`src/rtl/adc_throttle_writer.sv`:
```
// -----------------------------------------------------------------------------
// adc_throttle_writer
//
// Purpose:
//   Streams ADC sample words into a memory at a throttled rate. While capture
//   is enabled, one word is written every (interval + 1) cycles to successive
//   addresses. At LAST_ADDR the pointer either wraps to 0 (i_mode = 0) or the
//   writer halts (i_mode = 1) until cleared or reset.
//
// Optional feature:
//   ADC_THROTTLE_DROP_CNT_EN - when defined, o_drop_cnt counts the write slots
//   lost while halted with capture enabled. When undefined, o_drop_cnt is 0.
//
// Ports:
//   i_clk        sole clock, rising edge
//   i_rst        synchronous reset, active-high (priority over i_clear)
//   i_en         capture enable, level-sensitive
//   i_clear      one-cycle pulse: clears pointer, counters, flags, FSM to IDLE
//   i_mode       end-of-buffer mode: 0 = wrap, 1 = halt
//   i_interval   idle cycles between successive writes
//   i_data       ADC sample word
//   o_wren       memory write strobe
//   o_addr       memory write address
//   o_wdata      memory write data (0 when o_wren = 0)
//   o_byteen     byte enables (all-ones when writing, else 0)
//   o_full       sticky: halted at LAST_ADDR
//   o_wrapped    sticky: pointer has wrapped at least once
//   o_count      writes since last clear, saturating
//   o_drop_cnt   lost write slots while halted (optional feature)
//   o_dbg_state  current FSM state (0 IDLE, 1 WRITE, 2 WAIT, 3 HALT)
//
// Handshake: there is no back-pressure. A write is issued in every cycle where
// o_wren = 1; the memory must accept it in that same cycle.
// -----------------------------------------------------------------------------
module adc_throttle_writer #(
    parameter int          DATA_W    = 64,
    parameter int          ADDR_W    = 14,
    parameter int unsigned LAST_ADDR = 2**ADDR_W - 1,
    parameter int          IVL_W     = 8
) (
    input  logic                  i_clk,
    input  logic                  i_rst,
    input  logic                  i_en,
    input  logic                  i_clear,
    input  logic                  i_mode,
    input  logic [IVL_W-1:0]      i_interval,
    input  logic [DATA_W-1:0]     i_data,
    output logic                  o_wren,
    output logic [ADDR_W-1:0]     o_addr,
    output logic [DATA_W-1:0]     o_wdata,
    output logic [DATA_W/8-1:0]   o_byteen,
    output logic                  o_full,
    output logic                  o_wrapped,
    output logic [ADDR_W:0]       o_count,
    output logic [15:0]           o_drop_cnt,
    output logic [1:0]            o_dbg_state
);

    typedef enum logic [1:0] {
        IDLE  = 2'd0,
        WRITE = 2'd1,
        WAIT  = 2'd2,
        HALT  = 2'd3
    } state_t;

    localparam logic [ADDR_W-1:0] LAST_A = ADDR_W'(LAST_ADDR);

    state_t                state_q, state_d;
    logic [ADDR_W-1:0]     ptr_q, ptr_d;
    logic [IVL_W-1:0]      ivl_q, ivl_d;
    logic [IVL_W-1:0]      cnt_q, cnt_d;
    logic [ADDR_W:0]       count_q, count_d;
    logic                  full_q, full_d;
    logic                  wrapped_q, wrapped_d;
    logic                  wren_q, wren_d;
    logic [ADDR_W-1:0]     addr_q, addr_d;
    logic [DATA_W-1:0]     wdata_q, wdata_d;
    logic [DATA_W/8-1:0]   byteen_q, byteen_d;
    logic                  halt_now;
`ifdef ADC_THROTTLE_DROP_CNT_EN
    logic [15:0]           drop_q, drop_d;
`endif

    always_ff @(posedge i_clk) begin
        if (i_rst) begin
            state_q   <= IDLE;
            ptr_q     <= '0;
            ivl_q     <= '0;
            cnt_q     <= '0;
            count_q   <= '0;
            full_q    <= 1'b0;
            wrapped_q <= 1'b0;
            wren_q    <= 1'b0;
            addr_q    <= '0;
            wdata_q   <= '0;
            byteen_q  <= '0;
`ifdef ADC_THROTTLE_DROP_CNT_EN
            drop_q    <= '0;
`endif
        end else begin
            state_q   <= state_d;
            ptr_q     <= ptr_d;
            ivl_q     <= ivl_d;
            cnt_q     <= cnt_d;
            count_q   <= count_d;
            full_q    <= full_d;
            wrapped_q <= wrapped_d;
            wren_q    <= wren_d;
            addr_q    <= addr_d;
            wdata_q   <= wdata_d;
            byteen_q  <= byteen_d;
`ifdef ADC_THROTTLE_DROP_CNT_EN
            drop_q    <= drop_d;
`endif
        end
    end

    always_comb begin
        state_d   = state_q;
        ptr_d     = ptr_q;
        ivl_d     = ivl_q;
        cnt_d     = cnt_q;
        count_d   = count_q;
        full_d    = full_q;
        wrapped_d = wrapped_q;
        wren_d    = 1'b0;
        addr_d    = '0;
        wdata_d   = '0;
        byteen_d  = '0;
        halt_now  = 1'b0;
`ifdef ADC_THROTTLE_DROP_CNT_EN
        drop_d    = drop_q;
`endif

        case (state_q)
            IDLE: begin
                if (i_en) begin
                    state_d = WRITE;
                    ivl_d   = i_interval;
                end
            end

            WRITE: begin
                // Bookkeeping for the write presented during this cycle; it
                // completes even if capture is being dropped on this edge.
                count_d = (&count_q) ? count_q : count_q + 1'b1;
                if (ptr_q == LAST_A) begin
                    if (i_mode) begin
                        halt_now = 1'b1;
                        full_d   = 1'b1;
                        // Drop-slot timer: next slot is ivl+1 cycles after
                        // this write.
                        cnt_d    = ivl_q;
                    end else begin
                        ptr_d     = '0;
                        wrapped_d = 1'b1;
                    end
                end else begin
                    ptr_d = ptr_q + 1'b1;
                end

                if (halt_now) begin
                    state_d = HALT;
                end else if (!i_en) begin
                    state_d = IDLE;
                end else if (ivl_q == '0) begin
                    state_d = WRITE;
                end else begin
                    state_d = WAIT;
                    cnt_d   = ivl_q - 1'b1;
                end
            end

            WAIT: begin
                if (!i_en) begin
                    state_d = IDLE;
                end else if (cnt_q == '0) begin
                    state_d = WRITE;
                end else begin
                    cnt_d = cnt_q - 1'b1;
                end
            end

            HALT: begin
`ifdef ADC_THROTTLE_DROP_CNT_EN
                // Keep the slot cadence running regardless of i_en; only
                // slots that land while capture is enabled are counted.
                if (cnt_q == '0) begin
                    cnt_d = ivl_q;
                    if (i_en && (drop_q != 16'hFFFF)) begin
                        drop_d = drop_q + 16'd1;
                    end
                end else begin
                    cnt_d = cnt_q - 1'b1;
                end
`endif
            end

            default: state_d = IDLE;
        endcase

        // Clear overrides any pending write slot.
        if (i_clear) begin
            state_d   = IDLE;
            ptr_d     = '0;
            count_d   = '0;
            full_d    = 1'b0;
            wrapped_d = 1'b0;
`ifdef ADC_THROTTLE_DROP_CNT_EN
            drop_d    = '0;
`endif
        end

        // Outputs are registered from the next state so o_wren is high
        // exactly during the WRITE cycles.
        if (state_d == WRITE) begin
            wren_d   = 1'b1;
            addr_d   = ptr_d;
            wdata_d  = i_data;
            byteen_d = '1;
        end
    end

    assign o_wren      = wren_q;
    assign o_addr      = addr_q;
    assign o_wdata     = wdata_q;
    assign o_byteen    = byteen_q;
    assign o_full      = full_q;
    assign o_wrapped   = wrapped_q;
    assign o_count     = count_q;
    assign o_dbg_state = state_q;
`ifdef ADC_THROTTLE_DROP_CNT_EN
    assign o_drop_cnt  = drop_q;
`else
    assign o_drop_cnt  = 16'd0;
`endif

endmodule

```
`config.mk`:
```
export PLATFORM = sky130hd
export DESIGN_NAME = adc_throttle_writer
export DESIGN_NICKNAME = d
export VERILOG_FILES = /design/src/rtl/adc_throttle_writer.sv
export SDC_FILE = /design/constraint.sdc
export NUM_CORES = 1
export LEC_CHECK = 0
export CORE_ASPECT_RATIO = 0.5
export CORE_MARGIN = 5
export CORE_UTILIZATION = 40
export CTS_CLUSTER_SIZE = 20
export DETAILED_ROUTE_END_ITERATION = 8
export GPL_TIMING_DRIVEN = 0
export PLACE_DENSITY = 0.74
export SYNTH_ARGS = -nofsm -noshare
export SYNTH_HDL_FRONTEND = slang
export SYNTH_SLANG_ARGS = --single-unit
```
`constraint.sdc`:
```
create_clock -name i_clk -period 3.8 [get_ports i_clk]
set_clock_uncertainty 0.15 [all_clocks]
set_input_delay 0.76 -clock i_clk [delete_from_list [all_inputs] [get_ports i_clk]]
set_output_delay 0.76 -clock i_clk [all_outputs]
set_load 0.01 [all_outputs]
```
==> results of run 1 <==
==> logic make-up (layout without fill, tap and decap cells) <==
logic type                 Yosys count  count (layout)  synth area share, %
xor gates and xnor gates            14              14                 2.42
buffers and inverters               61             275                 7.16
DFF                                128             128                 50.6
adders and majority gates            6               6                 1.48
AOI/OAI and AO/OA                   85              85                 11.0
other                                1              16               0.0740
and+or+nand+nor                    233             233                 24.7
muxes                               13              13                 2.57
==> cells in the mapped netlist (3+ instances only) <==
library cell and count:
a22oi_1 6, and4_1 8, o31ai_1 3, and2_1 68
mux2i_1 13, nor2b_1 4, buf_4 24, xor2_1 14
a31oi_1 4, buf_6 5, buf_2 3, a211oi_1 3
dfxtp_1 128, or3_1 3, o21a_1 3, and3_1 3
a21oi_1 20, clkbuf_1 17, o21ai_0 19, nand4_1 13
inv_1 9, nor3_1 13, nand3_1 12, nand2_1 22
nor2_1 73, o211ai_1 6, ha_1 6
==> layout by cell type (no fill, tap or decap), types with 5 or more instances in the layout <==
master           instances
a21oi_1                 20
buf_4                   24
xor2_1                  14
o21ai_0                 19
nor3_1                  13
and4_1                   8
dfxtp_1                128
mux2i_1                 13
o211ai_1                 6
nand4_1                 13
inv_1                    9
and2_1                  68
nand2_1                 22
conb_1                  16
ha_1                     6
nor2_1                  73
nand3_1                 12
a22oi_1                  6
clkbuf_16               17
inv_6                    6
clkdlybuf4s50_1        182
buf_6                    5
clkbuf_1                17
==> sequential cells by signal, summed over array words and instances (netlist names) <==
name         flops
ivl_q            8
ptr_q           14
o_dbg_state      2
o_wdata         64
o_count         15
o_wrapped        1
cnt_q            8
o_byteen         1
o_full           1
o_addr          14
==> stage by stage <==
step	cells	instance area [sq um]	utilization, %
floorplan	556	5120	-
global placement	908	7160	57.2
detailed placement	908	7160	57.2
CTS	940	7720	61.7
global route	940	7720	61.7
finish	940	7720	61.7
==> per-layer routing <==
metal | up-vias | track usage (%) | part of all wire, %
met3 | 20 | 6.95 | 8.5
met4 | 0 | 6.21 | 1.5
li1 | 2267 | - | -
met5 | - | 0 | 0
met2 | 154 | 30.9 | 50
met1 | 2106 | 21.9 | 40
==> area by class of cell <==
type                    count  area (sq um)  share of cell area [%]
multi-input cells         367          2200                    28.5
well taps                 170           213                    2.75
clock inverters            15           138                    1.78
repair buffers            182          1820                    23.6
clock buffers              17           425                    5.51
plain buffers              51           324                    4.20
inverters                  10          38.8                   0.502
flip-flops and latches    128          2560                    33.2
==> final timing paths <==
kind                              from                endpoint  slack (ps)  depth (start not counted)
max reg2reg  o_dbg_state[0]$_SDFF_PP0_  o_wdata[30]$_SDFF_PP0_         950                         11
min                o_full$_SDFFE_PP0P_     o_full$_SDFFE_PP0P_         300                          2
max                               i_en  o_wdata[30]$_SDFF_PP0_         900                         11
min reg2reg        o_full$_SDFFE_PP0P_     o_full$_SDFFE_PP0P_         300                          2
==> report_power, final <==
group	internal, uW	total, uW	switching [uW]
registers	1370	1390	18.4
clock network	865	1540	678
logic	181	310	129
==> worst max-delay path, stage by stage <==
cell and delay [ps]:
clkdlybuf4s50_1 540, inv_1 230, a311o_1 130, buf_2 220
o21ai_1 80, or4b_1 480, buf_2 170, clkinv_2 80
buf_6 140, buf_6 130, and2_1 140
==> flow_summary.json, run 1 <==
{
  "worst_slew_pin_slew_ps": 960,
  "nets": 840,
  "synth-main-ff-cell": "dfxtp_1",
  "coreArea_sq_um": 12500,
  "cellLeakagePower_uw": 0.00295,
  "syn_area_sq_um": 5070,
  "antenna_cells": 0,
  "fillers": 1087,
  "synth_seq_area_share_pct": 50.6,
  "finalCritPeriodShare_pct": 76.4,
  "finalWorstSetupSlack_ps": 898,
  "num_vias": 4547,
  "holdWs_ps": 304,
  "synth_cells": 541,
  "cp-end-kind": "flip-flop",
  "path_class": "input port to flip-flop",
  "synth.top_cell.area_share_pct": 50.6,
  "post_cts_resized": 0,
  "io_buffers": 182,
  "dieArea_sq_um": 15200,
  "fmax_mhz": 345,
  "rows": 29,
  "syn_area_per_cell_sq_um": 9.37,
  "cp.arrival_ps": 3100,
  "hold_buffers": 0,
  "clock_latency_ps": 410,
  "hold_path_class": "flip-flop to flip-flop",
  "synth_edf_count": 0,
  "htree_levels": 4,
  "grt_pass1_vias": 4394,
  "path_clk_slew_ps": 60,
  "power.density_nw_per_um2": 420,
  "routed_wl_um": 14000,
  "detailed_place_hpwl_um": 10600,
  "grt_overflow_total": 0,
  "status": "complete, no violations",
  "synth_area_leaders": "dfxtp_1 (51%), and2_1 (8.4%), nor2_1 (5.4%)",
  "peakVddDrop_uv": 256,
  "cts_buffer_depth": 2,
  "grt_max_degree": 17,
  "cts_tree": "done",
  "yosys_warnings": 0,
  "timing_hold_violations_final": 0,
  "cts_setup_buffers": 0,
  "drive_gt1_share_pct": 9.35,
  "drv_slew": 0,
  "cp.required_ps": 4000,
  "ios": 199,
  "area_delta_synth_final_pct": 52.4,
  "initialDrtViolationCount": 363,
  "synthArstFlopShare_pct": 0,
  "drc": 0,
  "min_period_ps": 2900,
  "cp_max_fo": 10,
  "cts_root_buf": "clkbuf_16",
  "cts_inserted_buffers": 17,
  "synth_top_cell_by_area": "dfxtp_1",
  "grt_pass1_wl_um": 22100,
  "power_uw": 3240,
  "rsz0062_at_grt": "no",
  "gp_congestion": 0.926,
  "cp-start-kind": "input port",
  "die_w_um": 169,
  "place_ws_ps": 515,
  "ys_ff_latch": 128,
  "relSlewSlack_pct": 35.4,
  "die_y_um": 89.6,
  "max_cap_viol_count": 0,
  "setup-tns-final_ps": 0,
  "ant_nets": 0,
  "initial_core_util_pct": 40.5,
  "antenna_found_initial": 0,
  "wire_per_inst_um": 14.9,
  "setup_viol": 0,
  "grt_util_all_layers_pct": 18.3,
  "detail_route.vias_per_cell": 4.84,
  "first_pass_iters": 7,
  "clock-sinks": 128,
  "yosysUniqueCellTypes": 58
}
Note: power is estimated with default switching activity, not from simulation.
==> run 2, diff against run 1 <==
CORE_UTILIZATION = 39   (was 40)
PLACE_DENSITY = 0.76   (was 0.74)
clock period = 2.63 ns   (was 3.8 ns; I/O delays follow)
==> flow_summary.json, run 2 (same netlist as run 1, synthesis figures left out) <==
{
  "cellLeakagePower_uw": 0.00317,
  "path_clk_slew_ps": 60,
  "path_class": "flip-flop to flip-flop",
  "cp_common_cell": "or4b_4",
  "critical_path.endpoint": "o_wdata[17]$_SDFF_PP0_",
  "grt_util_all_layers_pct": 17.8,
  "ff2ff_path_depth": 10,
  "antenna_cells": 0,
  "r2r_end": "o_wdata[17]$_SDFF_PP0_",
  "initialDrtViolationCount": 361,
  "cp.required_ps": 2830,
  "die_w_um": 171,
  "status": "complete, but fails checks",
  "grt_pass1_vias": 4429,
  "cp.arrival_ps": 2840,
  "peakVddDrop_uv": 379,
  "grt_max_degree": 17,
  "setup-tns-final_ps": -12.2,
  "gp_congestion": 0.917,
  "critical_path.top_delay_family": "simple AND/OR/NAND/NOR gates",
  "max_cap_viol_count": 0,
  "htree_levels": 4,
  "reg2reg_slack_ps": -8,
  "rows": 29,
  "cp_max_fo": 5,
  "ios": 199,
  "grt_overflow_total": 0,
  "hold_path_class": "flip-flop to flip-flop",
  "detailed_place_hpwl_um": 10400,
  "stdcell_count": 962,
  "power.density_nw_per_um2": 626,
  "first_pass_iters": 5,
  "cts_inserted_buffers": 17,
  "ant_nets": 0,
  "worst_slew_pin_slew_ps": 760,
  "crit_slowest_cell": "or4b_4",
  "slowest_delay_ps": 560,
  "crit_buf_inv": 4,
  "timing_hold_violations_final": 0,
  "die_y_um": 90.6,
  "wire_per_inst_um": 15.0,
  "min_period_ps": 2640,
  "num_vias": 4626,
  "cp-end-kind": "flip-flop",
  "cp-start-kind": "flip-flop",
  "final_cell_area_sq_um": 8180,
  "hold_buffers": 0,
  "initial_core_util_pct": 39.9,
  "routed_wl_um": 14500,
  "path_cells": "inv_4 > ha_4 > or4b_4 > o21a_1 > o21ai_2 > or4b_4 > inv_8 > buf_12 > buf_6 > and2_1",
  "finalCritPeriodShare_pct": 100,
  "io_buffers": 182,
  "cts_tree": "done",
  "place_area_sq_um": 7160,
  "power_uw": 5120,
  "fmax_mhz": 379,
  "drive_gt1_share_pct": 15.8,
  "setup_viol": 4,
  "rsz0062_at_grt": "yes",
  "cts_root_buf": "clkbuf_16",
  "crit_start": "ivl_q[0]$_SDFFE_PP0P_",
  "violations": "setup timing",
  "finalCoreUtilization_pct": 64.4,
  "mostFrequentLayoutCells": "clkdlybuf4s50_1 (182), dfxtp_1 (125), nor2_1 (73)",
  "clock-sinks": 128,
  "placed_cells": 908,
  "drv_slew": 0,
  "dieArea_sq_um": 15500,
  "nets": 862,
  "antenna_found_initial": 0,
  "finalWorstSetupSlack_ps": -7.69,
  "drc": 0,
  "regToRegStartpoint": "ivl_q[0]$_SDFFE_PP0P_",
  "area_delta_synth_final_pct": 61.4,
  "cts_buffer_depth": 2,
  "grt_pass1_wl_um": 22400,
  "detail_route.vias_per_cell": 4.81,
  "coreArea_sq_um": 12700,
  "relSlewSlack_pct": 49.1,
  "mostFrequentLayoutCell": "clkdlybuf4s50_1",
  "clock_latency_ps": 410,
  "largest_reg_flops": 64,
  "path_depth": 10
}
## run 2: changes by cell type in the layout (fill, tap and decap cells not counted), moves of 3 or more
cell	change
and2_1	-17
and2_4	+17
buf_4	+19
buf_8	+4
bufinv_16	+5
clkbuf_1	-4
dfxtp_1	-3
inv_1	-3
inv_6	-5
inv_8	-3
## run 2: area by class of cell
cell class | count | area (sq um)
fillers | 1055 | 4520
clock buffers | 20 | 457
inverters | 10 | 47.5
multi-input cells | 367 | 2270
plain buffers | 47 | 337
flip-flops and latches | 128 | 2570
clock inverters | 12 | 205
well taps | 170 | 213
repair buffers | 208 | 2080
## run 2: power breakdown
group	switching [uW]	total [uW]	internal [uW]
clock network	870	2610	1740
logic	198	503	306
registers	29.0	2010	1980
## run 2: stage by stage
step / setup WS [ps] / hold slack (ps)
floorplan: 142 / 320
global placement: -435 / 288
detailed placement: -410 / 308
CTS: -10.1 / 319
global route: -108 / 368
finish: -7.69 / 315
## run 2: how the worst min path moves through the flow
stage          slack (ps)  cells after the start                   to                 from
2_1_floorplan         320                      2  o_full$_SDFFE_PP0P_  o_full$_SDFFE_PP0P_
5_1_grt               370                      2  o_full$_SDFFE_PP0P_  o_full$_SDFFE_PP0P_
3_5_place_dp          310                      2  o_full$_SDFFE_PP0P_  o_full$_SDFFE_PP0P_
6_report              320                      2  o_full$_SDFFE_PP0P_  o_full$_SDFFE_PP0P_
3_3_place_gp          290                      2  o_full$_SDFFE_PP0P_  o_full$_SDFFE_PP0P_
4_1_cts               320                      2  o_full$_SDFFE_PP0P_  o_full$_SDFFE_PP0P_
## run 2: tightest hold or removal path: cells and delay by family, from the launching register on
| family | cells | cell delay (ps) |
|---|---|---|
| buffers and inverters | 1 | 60 |
| AO/OA/AOI/OAI | 1 | 50 |
| flip-flops | 1 | 310 |
## run 2: timing repair
item,in CTS,in global routing
pin swaps,2,24
endpoints found under the setup margin,76,89
gates cloned,1,5
setup buffers,12,8
gates resized for setup,10,43
## run 2: routing by layer
layer  track usage, %  vias up  wire, um
met5                0        -         0
met4             6.13        0       187
met3             6.56       17      1120
met2             29.7      156      7140
met1             21.1     2139      6000
li1                 -     2314         -
==> patch (settings of run 1) <==
Take the reset off `addr_q`, `wdata_q` and `byteen_q` and load them in a clocked block of their own.
--- a/src/rtl/adc_throttle_writer.sv
+++ b/src/rtl/adc_throttle_writer.sv
@@ -91,9 +91,6 @@
             full_q    <= 1'b0;
             wrapped_q <= 1'b0;
             wren_q    <= 1'b0;
-            addr_q    <= '0;
-            wdata_q   <= '0;
-            byteen_q  <= '0;
 `ifdef ADC_THROTTLE_DROP_CNT_EN
             drop_q    <= '0;
 `endif
@@ -106,13 +103,16 @@
             full_q    <= full_d;
             wrapped_q <= wrapped_d;
             wren_q    <= wren_d;
-            addr_q    <= addr_d;
-            wdata_q   <= wdata_d;
-            byteen_q  <= byteen_d;
 `ifdef ADC_THROTTLE_DROP_CNT_EN
             drop_q    <= drop_d;
 `endif
         end
+    end
+
+    always_ff @(posedge i_clk) begin
+        addr_q   <= addr_d;
+        wdata_q  <= wdata_d;
+        byteen_q <= byteen_d;
     end
 
     always_comb begin
Check against the original RTL: not equivalent (Yosys sat finds a counterexample within 4 cycles, from zero or initial values and one cycle with i_rst high).
==> patch against run 1 <==
  * Sequential cell count grew 1
  * First-iteration DRC count shrank 23%
  * Total power grew 7.4%
  * Register-to-register slack gained 200 ps
  * Setup slack lost 220 ps
  * Synthesized area grew 2.9%
  * Synthesized cell count grew 1.5%
  * Cell count grew 0.85%
  * Sequential power grew 4%
  * Cell area grew 2.2%
  * Routed wire length grew 0.79%
  * Critical path type unchanged
  * Largest cell class unchanged
  * Largest power group unchanged
==> patch: results (changes against run 1) <==
[pwr]
p_comb_mw = 0.443  ; was 0.310 mW
p_comb_frac = 0.127  ; was 0.096
peakVddDrop_uv = 268  ; was 256 uV
swShare = 0.250  ; was 0.254
p_leak_nw = 3.00  ; was 2.95 nW
pg_seq_mw = 1.44  ; was 1.39 mW

[setup_path]
critPathMaxStageDelay_ps = 630  ; was 540 ps
cp_slowest_cell = a21boi_0  ; was clkdlybuf4s50_1
cp.arrival_ps = 3240  ; was 3100 ps

[clocking]
clk_pin_slew_ps = 60  ; about the same
cts_max_level = 4  ; unchanged
cts_buffers = 17  ; unchanged
clockRootBuffer = clkbuf_16  ; unchanged

[timing]
worstMarginPinSlew_ps = 1210  ; was 960 ps

[route]
drt_first_pass_iters = 6  ; was 7
wirelength_met1_um = 5560  ; was 5640 um
route.met2.wl_um = 7010  ; was 6950 um
dr_total_vias = 4639  ; was 4,547
drt_iter0_markers = 279  ; was 363
avgRoutedWirePerCell_um = 14.9  ; about the same
dr_wl_met3_um = 1360  ; was 1190 um

[global_route]
grt_use_met2 = 0.316  ; was 0.309
use_met1 = 0.209  ; was 0.219
first_global_vias = 4600  ; was 4,394
grtUsageTotal = 0.185  ; was 0.183
gr-usage-met3 = 0.0826  ; was 0.0695
antenna_found_initial = 0  ; unchanged
grt_pass1_wl_um = 23200  ; was 22,100 um

[yosys]
synth_compound_area_frac = 0.108  ; was 0.110
synth_area_per_cell_sq_um = 9.50  ; was 9.37 sq um
synth_xor_xnor_area_share = 0.0235  ; was 0.0242
yosysWarnings = 0  ; unchanged
synth_cell_types = 64  ; was 58
synth_seq_area_share = 0.495  ; was 0.506
muxShareOfSynthArea = 0.0240  ; was 0.0257
yosys-top-cells-area = dfxtp_1, and2_1, nor2_1, buf_4, nand3_1  ; was dfxtp_1, and2_1, nor2_1, buf_4, mux2i_1
synthTopCellsByCount = dfxtp_1, and2_1, nor2_1  ; was dfxtp_1, nor2_1, and2_1
yosys_most_used_dff = dfxtp_1  ; unchanged
synthAdderAreaFrac = 0.0144  ; was 0.0148

[final_layout]
fin_nets = 848  ; was 840
fin_cells = 948  ; was 940
drive_gt1_frac = 0.112  ; was 0.0935

[placement]
dp.cells = 916  ; was 908
placed_cell_area_sq_um = 7310  ; was 7160 sq um
place.gp.congestion = 0.883  ; was 0.926
post-dp-hpwl_um = 10500  ; was 10,600 um

[run_status]
status = complete, no violations  ; unchanged

-- patch: cell count changes after synthesis, moves of 6 or more --
cell	before	now
nand4_1	13	6
o21ai_0	19	11
nor4_1	1	14
nor2_1	73	67
nand3_1	12	21
xor2_1	14	2
xnor2_1	0	12
-- patch: final timing paths --
path / start / to / slack [ps] / cells past startpoint
setup / recovery: i_en / cnt_q[1] / 680 / 7
hold / removal: o_wrapped / o_wrapped / 320 / 1
setup reg to reg: ivl_q[0] / cnt_q[1] / 1150 / 8
hold reg to reg: o_wrapped / o_wrapped / 320 / 1
-- patch: stage by stage --
step / setup slack [ps] / hold slack [ps]
global placement: 363 / 304
finish: 683 / 323
floorplan: 1420 / 355
global route: 494 / 350
CTS: 741 / 325
detailed placement: 328 / 307
-- patch: cell type report --
class	count	area [sq um]
repair buffers	182	1820
flip-flops and latches	129	2580
plain buffers	49	322
well taps	170	213
clock inverters	14	144
multi-input cells	375	2330
inverters	11	41.3
fillers	1084	4810
clock buffers	18	439
